[config.mk]
export PLATFORM = sky130hd
export DESIGN_NAME = operand_addr_generator
export DESIGN_NICKNAME = d
export VERILOG_FILES = /design/src/rtl/matmul_pkg.sv /design/src/rtl/operand_addr_generator.sv
export SDC_FILE = /design/constraint.sdc
export NUM_CORES = 1
export LEC_CHECK = 0
export CAP_MARGIN = 20
export CORE_ASPECT_RATIO = 1.5
export CORE_MARGIN = 4
export CORE_UTILIZATION = 65
export CTS_BUF_LIST = sky130_fd_sc_hd__clkbuf_8
export DETAILED_ROUTE_END_ITERATION = 16
export PLACE_DENSITY_LB_ADDON = 0.3
export SLEW_MARGIN = 10
export SYNTH_ARGS = -nofsm -noshare
export SYNTH_HDL_FRONTEND = slang
export SYNTH_SLANG_ARGS = --single-unit
[constraint.sdc]
create_clock -name clk -period 6.2 [get_ports clk]
set_clock_uncertainty 0.2 [all_clocks]
set_input_delay 0.62 -clock clk [delete_from_list [all_inputs] [get_ports clk]]
set_output_delay 0.62 -clock clk [all_outputs]
set_load 0.05 [all_outputs]
[src/rtl/matmul_pkg.sv]
// Shared types for the systolic matrix multiplier.
//   operand_mode_e   : which operand buffer an address generator sweeps (A or B)
//   addr_gen_state_e : operand address generator FSM states
package matmul_pkg;

    typedef enum logic {
        MODE_A = 1'b0,
        MODE_B = 1'b1
    } operand_mode_e;

    typedef enum logic [1:0] {
        IDLE = 2'd0,
        RUN  = 2'd1,
        FIN  = 2'd2
    } addr_gen_state_e;

endpackage : matmul_pkg

[src/rtl/operand_addr_generator.sv]
// Read-address generator for one operand buffer (A or B) of the systolic
// matrix multiplier C[m x p] = A[m x n] * B[n x p].
//
// Loop nest (outer -> inner): rb in [0, m/H), cb in [0, p/W), k in [0, n).
//   A mode: addr = base + rb*n + k
//   B mode: addr = base + cb*n + k
// Offsets rb*n and cb*n are kept in accumulators, so no multiplier is used.
// Address sums wrap modulo 2^BUFFER_ADDRESS_WIDTH.
//
// Ports:
//   clk, reset_n            clock, asynchronous active-low reset
//   start_i                 start request, honoured only in IDLE
//   abort_i                 synchronous abort, back to IDLE next cycle
//   mode_i                  0 = A sweep, 1 = B sweep (sampled at start)
//   base_addr_i             buffer base address (sampled at start)
//   m, n, p                 matrix dimensions (sampled at start)
//   addr_o / addr_valid_o   address beat, valid/ready handshake
//   addr_ready_i            consumer accepts addr_o this cycle
//   last_o                  beat carries k == n-1
//   busy_o                  FSM not IDLE
//   done_o                  one-cycle pulse after the final beat is accepted
//   err_o                   one-cycle pulse: illegal dimensions at start
module operand_addr_generator
    import matmul_pkg::*;
#(
    parameter int ARRAY_HEIGHT         = 4,
    parameter int ARRAY_WIDTH          = 4,
    parameter int BUFFER_ADDRESS_WIDTH = 10,
    parameter int DIM_WIDTH            = 16
) (
    input  logic                            clk,
    input  logic                            reset_n,
    input  logic                            start_i,
    input  logic                            abort_i,
    input  logic                            mode_i,
    input  logic [BUFFER_ADDRESS_WIDTH-1:0] base_addr_i,
    input  logic [DIM_WIDTH-1:0]            m,
    input  logic [DIM_WIDTH-1:0]            n,
    input  logic [DIM_WIDTH-1:0]            p,
    output logic [BUFFER_ADDRESS_WIDTH-1:0] addr_o,
    output logic                            addr_valid_o,
    input  logic                            addr_ready_i,
    output logic                            last_o,
    output logic                            busy_o,
    output logic                            done_o,
    output logic                            err_o
);

    localparam int BAW   = BUFFER_ADDRESS_WIDTH;
    localparam int DW    = DIM_WIDTH;
    localparam int H_LOG = $clog2(ARRAY_HEIGHT);
    localparam int W_LOG = $clog2(ARRAY_WIDTH);

    addr_gen_state_e state_q, state_d;
    operand_mode_e   mode_q, mode_d;
    logic [BAW-1:0]  base_q, base_d;
    logic [DW-1:0]   n_q, n_d;
    logic [DW-1:0]   rb_max_q, rb_max_d;   // m/H - 1
    logic [DW-1:0]   cb_max_q, cb_max_d;   // p/W - 1
    logic [DW-1:0]   k_q, k_d;
    logic [DW-1:0]   cb_q, cb_d;
    logic [DW-1:0]   rb_q, rb_d;
    logic [DW-1:0]   a_off_q, a_off_d;     // rb*n
    logic [DW-1:0]   b_off_q, b_off_d;     // cb*n
    logic            err_q, err_d;

    logic            dims_ok;
    logic            k_last;
    logic            cb_last;
    logic            rb_last;
    logic            valid;
    logic [DW-1:0]   off_sel;

    // H and W are powers of two, so divisibility is a low-bit mask test.
    assign dims_ok = (m != '0) && (n != '0) && (p != '0)
                  && ((m & DW'(ARRAY_HEIGHT - 1)) == '0)
                  && ((p & DW'(ARRAY_WIDTH - 1)) == '0);

    assign k_last  = (k_q == n_q - DW'(1));
    assign cb_last = (cb_q == cb_max_q);
    assign rb_last = (rb_q == rb_max_q);
    assign valid   = (state_q == RUN);
    assign off_sel = (mode_q == MODE_B) ? b_off_q : a_off_q;

    always_comb begin
        state_d  = state_q;
        mode_d   = mode_q;
        base_d   = base_q;
        n_d      = n_q;
        rb_max_d = rb_max_q;
        cb_max_d = cb_max_q;
        k_d      = k_q;
        cb_d     = cb_q;
        rb_d     = rb_q;
        a_off_d  = a_off_q;
        b_off_d  = b_off_q;
        err_d    = 1'b0;

        case (state_q)
            IDLE: begin
                if (start_i) begin
                    if (dims_ok) begin
                        state_d  = RUN;
                        mode_d   = operand_mode_e'(mode_i);
                        base_d   = base_addr_i;
                        n_d      = n;
                        rb_max_d = (m >> H_LOG) - DW'(1);
                        cb_max_d = (p >> W_LOG) - DW'(1);
                        k_d      = '0;
                        cb_d     = '0;
                        rb_d     = '0;
                        a_off_d  = '0;
                        b_off_d  = '0;
                    end else begin
                        err_d = 1'b1;
                    end
                end
            end
            RUN: begin
                // Counters only move on an accepted beat, so addr_o/last_o
                // hold while the consumer stalls.
                if (addr_ready_i) begin
                    if (!k_last) begin
                        k_d = k_q + DW'(1);
                    end else begin
                        k_d = '0;
                        if (!cb_last) begin
                            cb_d    = cb_q + DW'(1);
                            b_off_d = b_off_q + n_q;
                        end else begin
                            cb_d    = '0;
                            b_off_d = '0;
                            if (!rb_last) begin
                                rb_d    = rb_q + DW'(1);
                                a_off_d = a_off_q + n_q;
                            end else begin
                                state_d = FIN;
                            end
                        end
                    end
                end
            end
            FIN: begin
                // A start seen here is deliberately dropped.
                state_d = IDLE;
            end
            default: begin
                state_d = IDLE;
            end
        endcase

        // Abort overrides every transition, including the err pulse.
        if (abort_i) begin
            state_d = IDLE;
            err_d   = 1'b0;
        end
    end

    always_ff @(posedge clk or negedge reset_n) begin
        if (!reset_n) begin
            state_q  <= IDLE;
            mode_q   <= MODE_A;
            base_q   <= '0;
            n_q      <= '0;
            rb_max_q <= '0;
            cb_max_q <= '0;
            k_q      <= '0;
            cb_q     <= '0;
            rb_q     <= '0;
            a_off_q  <= '0;
            b_off_q  <= '0;
            err_q    <= 1'b0;
        end else begin
            state_q  <= state_d;
            mode_q   <= mode_d;
            base_q   <= base_d;
            n_q      <= n_d;
            rb_max_q <= rb_max_d;
            cb_max_q <= cb_max_d;
            k_q      <= k_d;
            cb_q     <= cb_d;
            rb_q     <= rb_d;
            a_off_q  <= a_off_d;
            b_off_q  <= b_off_d;
            err_q    <= err_d;
        end
    end

    // Address is forced to zero outside RUN so idle outputs stay clean.
    assign addr_o       = valid ? BAW'(DW'(base_q) + off_sel + k_q) : '0;
    assign addr_valid_o = valid;
    assign last_o       = valid && k_last;
    assign busy_o       = (state_q != IDLE);
    assign done_o       = (state_q == FIN);
    assign err_o        = err_q;

endmodule : operand_addr_generator
==> summary.md <==
| Metric | Value |
|---|---|
| Slack of the worst reg-to-reg path | 1.77 ns |
| PostCTS Resize Cnt | 0 |
| Vias/cell | 6.27 |
| Worst path buffer plus inverter count | 1 |
| IO Pins | 79 |
| Synth warn | 0 |
| # DRC | 0 |
| Hold_buf cts | 0 |
| Pin count of the biggest net entering global routing | 79 |
| CP Capture Type | output pin |
| RSZ-0062 raised after global routing | false |
| Final ANT Viol Nets | 0 |
| Routability cong. | 0.923 |
| Minimum clock period | 5.18 ns |
| Via Count | 7359 |
| Nets | 1115 |
| Seq/Total Area, Yosys | 38.2% |
| Pwr Density | 235 nW/um^2 |
| Drt initial violations | 346 |
| Clk sink count | 128 |
| Fin util | 76.7% |
| Die Ht | 147 um |
| TritonCTS buffer count | 17 |
| First-pass GRT wire length | 35400 um |
| Remaining global-route overflow | 0 |
| Worst path slowest cell | clkdlybuf4s50_1 |
| Final setup TNS | 0 ns |
| Clk Latency, worst-skew pair | 0.44 ns |
| Drt wl/cell | 18.3 um |
| Netlist cell types | 62 |
| Critical path class | register to output pin |
| Port bufs | 78 |
| Fraction of layout cells with a size suffix above 1 | 6.97% |
| # setup viols final | 0 |
| CTS H-tree lvls | 4 |
| Sequential Power Share | 46.1% |
| Required @ worst endpoint | 5.38 ns |
| Initial antenna violation count | 0 |
| CP peak stage delay | 0.80 ns |
| Cell Int Power | 1530 uW |
| Failing checks | negative hold slack |
| Startpoint types | register |
| Run status | complete, but fails checks |
| Main flop type after synthesis | dfrtp_1 |
| Number of synthesized flops with an enable pin | 0 |
| Crit. path cell count | 13 |
| Synth Cell Area | 8380 sq um |
| Commonest cells after routing, fill and taps aside | 153 x nand2_1, 128 x dfrtp_1, 86 x o21ai_0, 77 x clkdlybuf4s50_1, 72 x xnor2_1 |
| Syn nets | 1053 |
| Launching point of the worst reg2reg path | n_q[6]$_DFFE_PN0P_ |
| Clock Path Buffers | 2 |
| Final worst-path cycle share | 83.6% |
| CTS tree | yes |
| Logic gate share of total power | 21.1% |
| Max frequency | 193 MHz |
| Clock network power share | 32.8% |
| P_leak | 0.00423 uW |
| Final wirelength | 21400 um |
| CTS root buf | clkbuf_8 |
| P&R area growth vs syn | 15.0% |
| Synthesis-stage register bit count | 128 |
| Vias in the first global route | 7390 |
| Slew headroom | 32.9% |
| Overall Global Routing Usage | 30.1% |
| Worst Hold Class | primary input to asynchronous set/reset pin |
| Arrival time at the worst endpoint | 4.36 ns |
| DIE WIDTH | 101 um |
| Worst path most repeated cell | nor2_1 |
| Worst Setup SP | mode_q$_DFFE_PN0P_ |
| Sw Ratio | 32.3% |
| Slew at the pin closest to its max-slew limit | 1.01 ns |
| Pins Over Slew Limit | 0 |
| Critical Path End | addr_o[9] |
| DP Wirelength | 15500 um |
| Worst VDD drop | 0.147 mV |
| CP Max Fanout | 11 |
| Reg2reg path depth | 9 |
| Max Cap Violations | 0 |
| Cell Chain, Critical Path | mux2_2, fa_1, ha_1, fa_1, a21oi_1, o21bai_1, a21oi_1, nor2_1, nor2_1, o21ai_0, xnor2_1, nor2_1, clkdlybuf4s50_1 |
| Post-CTS Setup Inserts | 0 |
| Most common cell after layout, fill and taps aside | nand2_1 |
| Syn_area_per_cell | 8.89 sq um |
| Core area | 12600 sq um |
| CP top delay family | adder cells |
| Final Hold Slack | -0.00589 ns |
| Initial core utilization | 66.7% |
| Total die area | 14800 sq um |
| # diodes | 0 |
| Post-synthesis instance total | 943 |
| Net Switching | 731 uW |
| RR Endpoint | k_q[14]$_DFFE_PN0P_ |
| Drt first pass iters | 5 |
| Post-synth ARST share | 100% |
| Row cnt | 50 |
| Clock transition at path regs | 0.08 ns |
| Final hold viol count | 2 |
==> logic make-up (layout without fill, tap and decap cells) <==
family / Yosys count / count (layout) / share of synthesized area (%)
and+or+nand+nor: 382 / 382 / 22.2
AOI/OAI and AO/OA: 200 / 200 / 15.3
DFF: 128 / 128 / 38.2
xor gates and xnor gates: 107 / 107 / 11.2
buffers and inverters: 64 / 139 / 3.15
adders and majority gates: 46 / 46 / 7.94
muxes: 16 / 16 / 2.05
==> power groups by stage <==
stage,Clock [uW],Sequential (uW),Combinational (uW)
2_1_floorplan,0,1000,351
3_3_place_gp,0,1050,449
3_5_place_dp,0,1060,468
4_1_cts,745,1040,477
5_1_grt,780,1050,537
6_report,742,1040,478
==> cell type report <==
type / count / area (sq um)
Inverter: 20 / 75.1
Multi-Input combinational cell: 751 / 4920
Clock inverter: 15 / 169
Fill cell: 891 / 2940
Timing Repair Buffer: 87 / 846
Clock buffer: 17 / 234
Sequential cell: 128 / 3200
Tap cell: 156 / 195
==> worst reg2reg max path: cells and delay by family, from the launching register on <==
| family | cells | cell delay (ns) |
|---|---|---|
| XOR/XNOR | 1 | 0.22 |
| flip-flops | 1 | 0.57 |
| AND/OR/NAND/NOR | 5 | 2.52 |
| AO/OA/AOI/OAI | 2 | 0.47 |
| buffers and inverters | 1 | 0.27 |
==> synthesized netlist by cell type, types with 3 or more instances <==
master / n / area share, %
nand3_1: 39 / 2.3
nor2_1: 63 / 2.8
inv_1: 20 / 0.90
and2_1: 3 / 0.22
clkbuf_1: 33 / 1.5
nand2_1: 153 / 6.9
and3_1: 17 / 1.3
o31ai_1: 24 / 2.1
o41ai_1: 6 / 0.63
or3_1: 11 / 0.82
nand2b_1: 5 / 0.37
o21ai_1: 5 / 0.30
ha_1: 34 / 5.1
o21ai_0: 87 / 5.2
nor4_1: 15 / 1.1
a21o_1: 9 / 0.81
o21bai_1: 5 / 0.45
xor2_1: 35 / 3.7
a21oi_1: 23 / 1.4
nand4_1: 25 / 1.9
fa_1: 12 / 2.9
a2111oi_0: 4 / 0.42
nand3b_1: 4 / 0.36
or2_2: 7 / 0.52
dfrtp_1: 128 / 38
and4_1: 4 / 0.42
a22o_1: 9 / 0.94
o311ai_0: 4 / 0.42
nor3_1: 19 / 1.1
mux2i_1: 7 / 0.84
o21a_1: 3 / 0.27
nor2b_1: 4 / 0.30
mux2_2: 9 / 1.2
xnor2_1: 72 / 7.5
buf_2: 7 / 0.42
==> routing by layer <==
metal  share of wire, %  global-route usage [%]  vias up
li1                   -                       -     3487
met1                 36                    34.5     3470
met2                 52                    51.7      307
met3                5.7                    4.47       95
met4                5.7                    18.3        0
met5                  0                       0        -
==> through the flow <==
step	worst slack, ns	instance area [sq um]	hold slack (ns)	total power, uW	std cells
2_1_floorplan	1.85	8380	0.124	1350	943
3_3_place_gp	1.61	9240	0.280	1500	1142
3_5_place_dp	1.50	9240	0.280	1530	1142
4_1_cts	1.04	9640	0.0186	2260	1174
5_1_grt	0.795	9640	0.0500	2370	1174
6_report	1.02	9640	-0.00589	2260	1174
==> registers in the layout, summed over array words and instances, names as in the netlist, 10 cells and up <==
signal,count
cb_max_q,15
cb_q,16
n_q,16
b_off_q,10
a_off_q,10
rb_q,16
rb_max_q,15
k_q,16
base_q,10
==> how the worst min path moves through the flow <==
stage | endpoint | depth (start not counted) | from | slack (ns)
floorplan | a_off_q[0]$_DFFE_PN0P_ | 0 | reset_n | 0.12
global placement | cb_max_q[7]$_DFFE_PN0P_ | 1 | cb_max_q[7]$_DFFE_PN0P_ | 0.28
detailed placement | base_q[9]$_DFFE_PN0P_ | 2 | base_q[9]$_DFFE_PN0P_ | 0.28
CTS | b_off_q[3]$_DFFE_PN0P_ | 1 | reset_n | 0.02
global route | b_off_q[3]$_DFFE_PN0P_ | 1 | reset_n | 0.05
finish | b_off_q[3]$_DFFE_PN0P_ | 1 | reset_n | -0.006
Note: power is estimated with default switching activity, not from simulation.
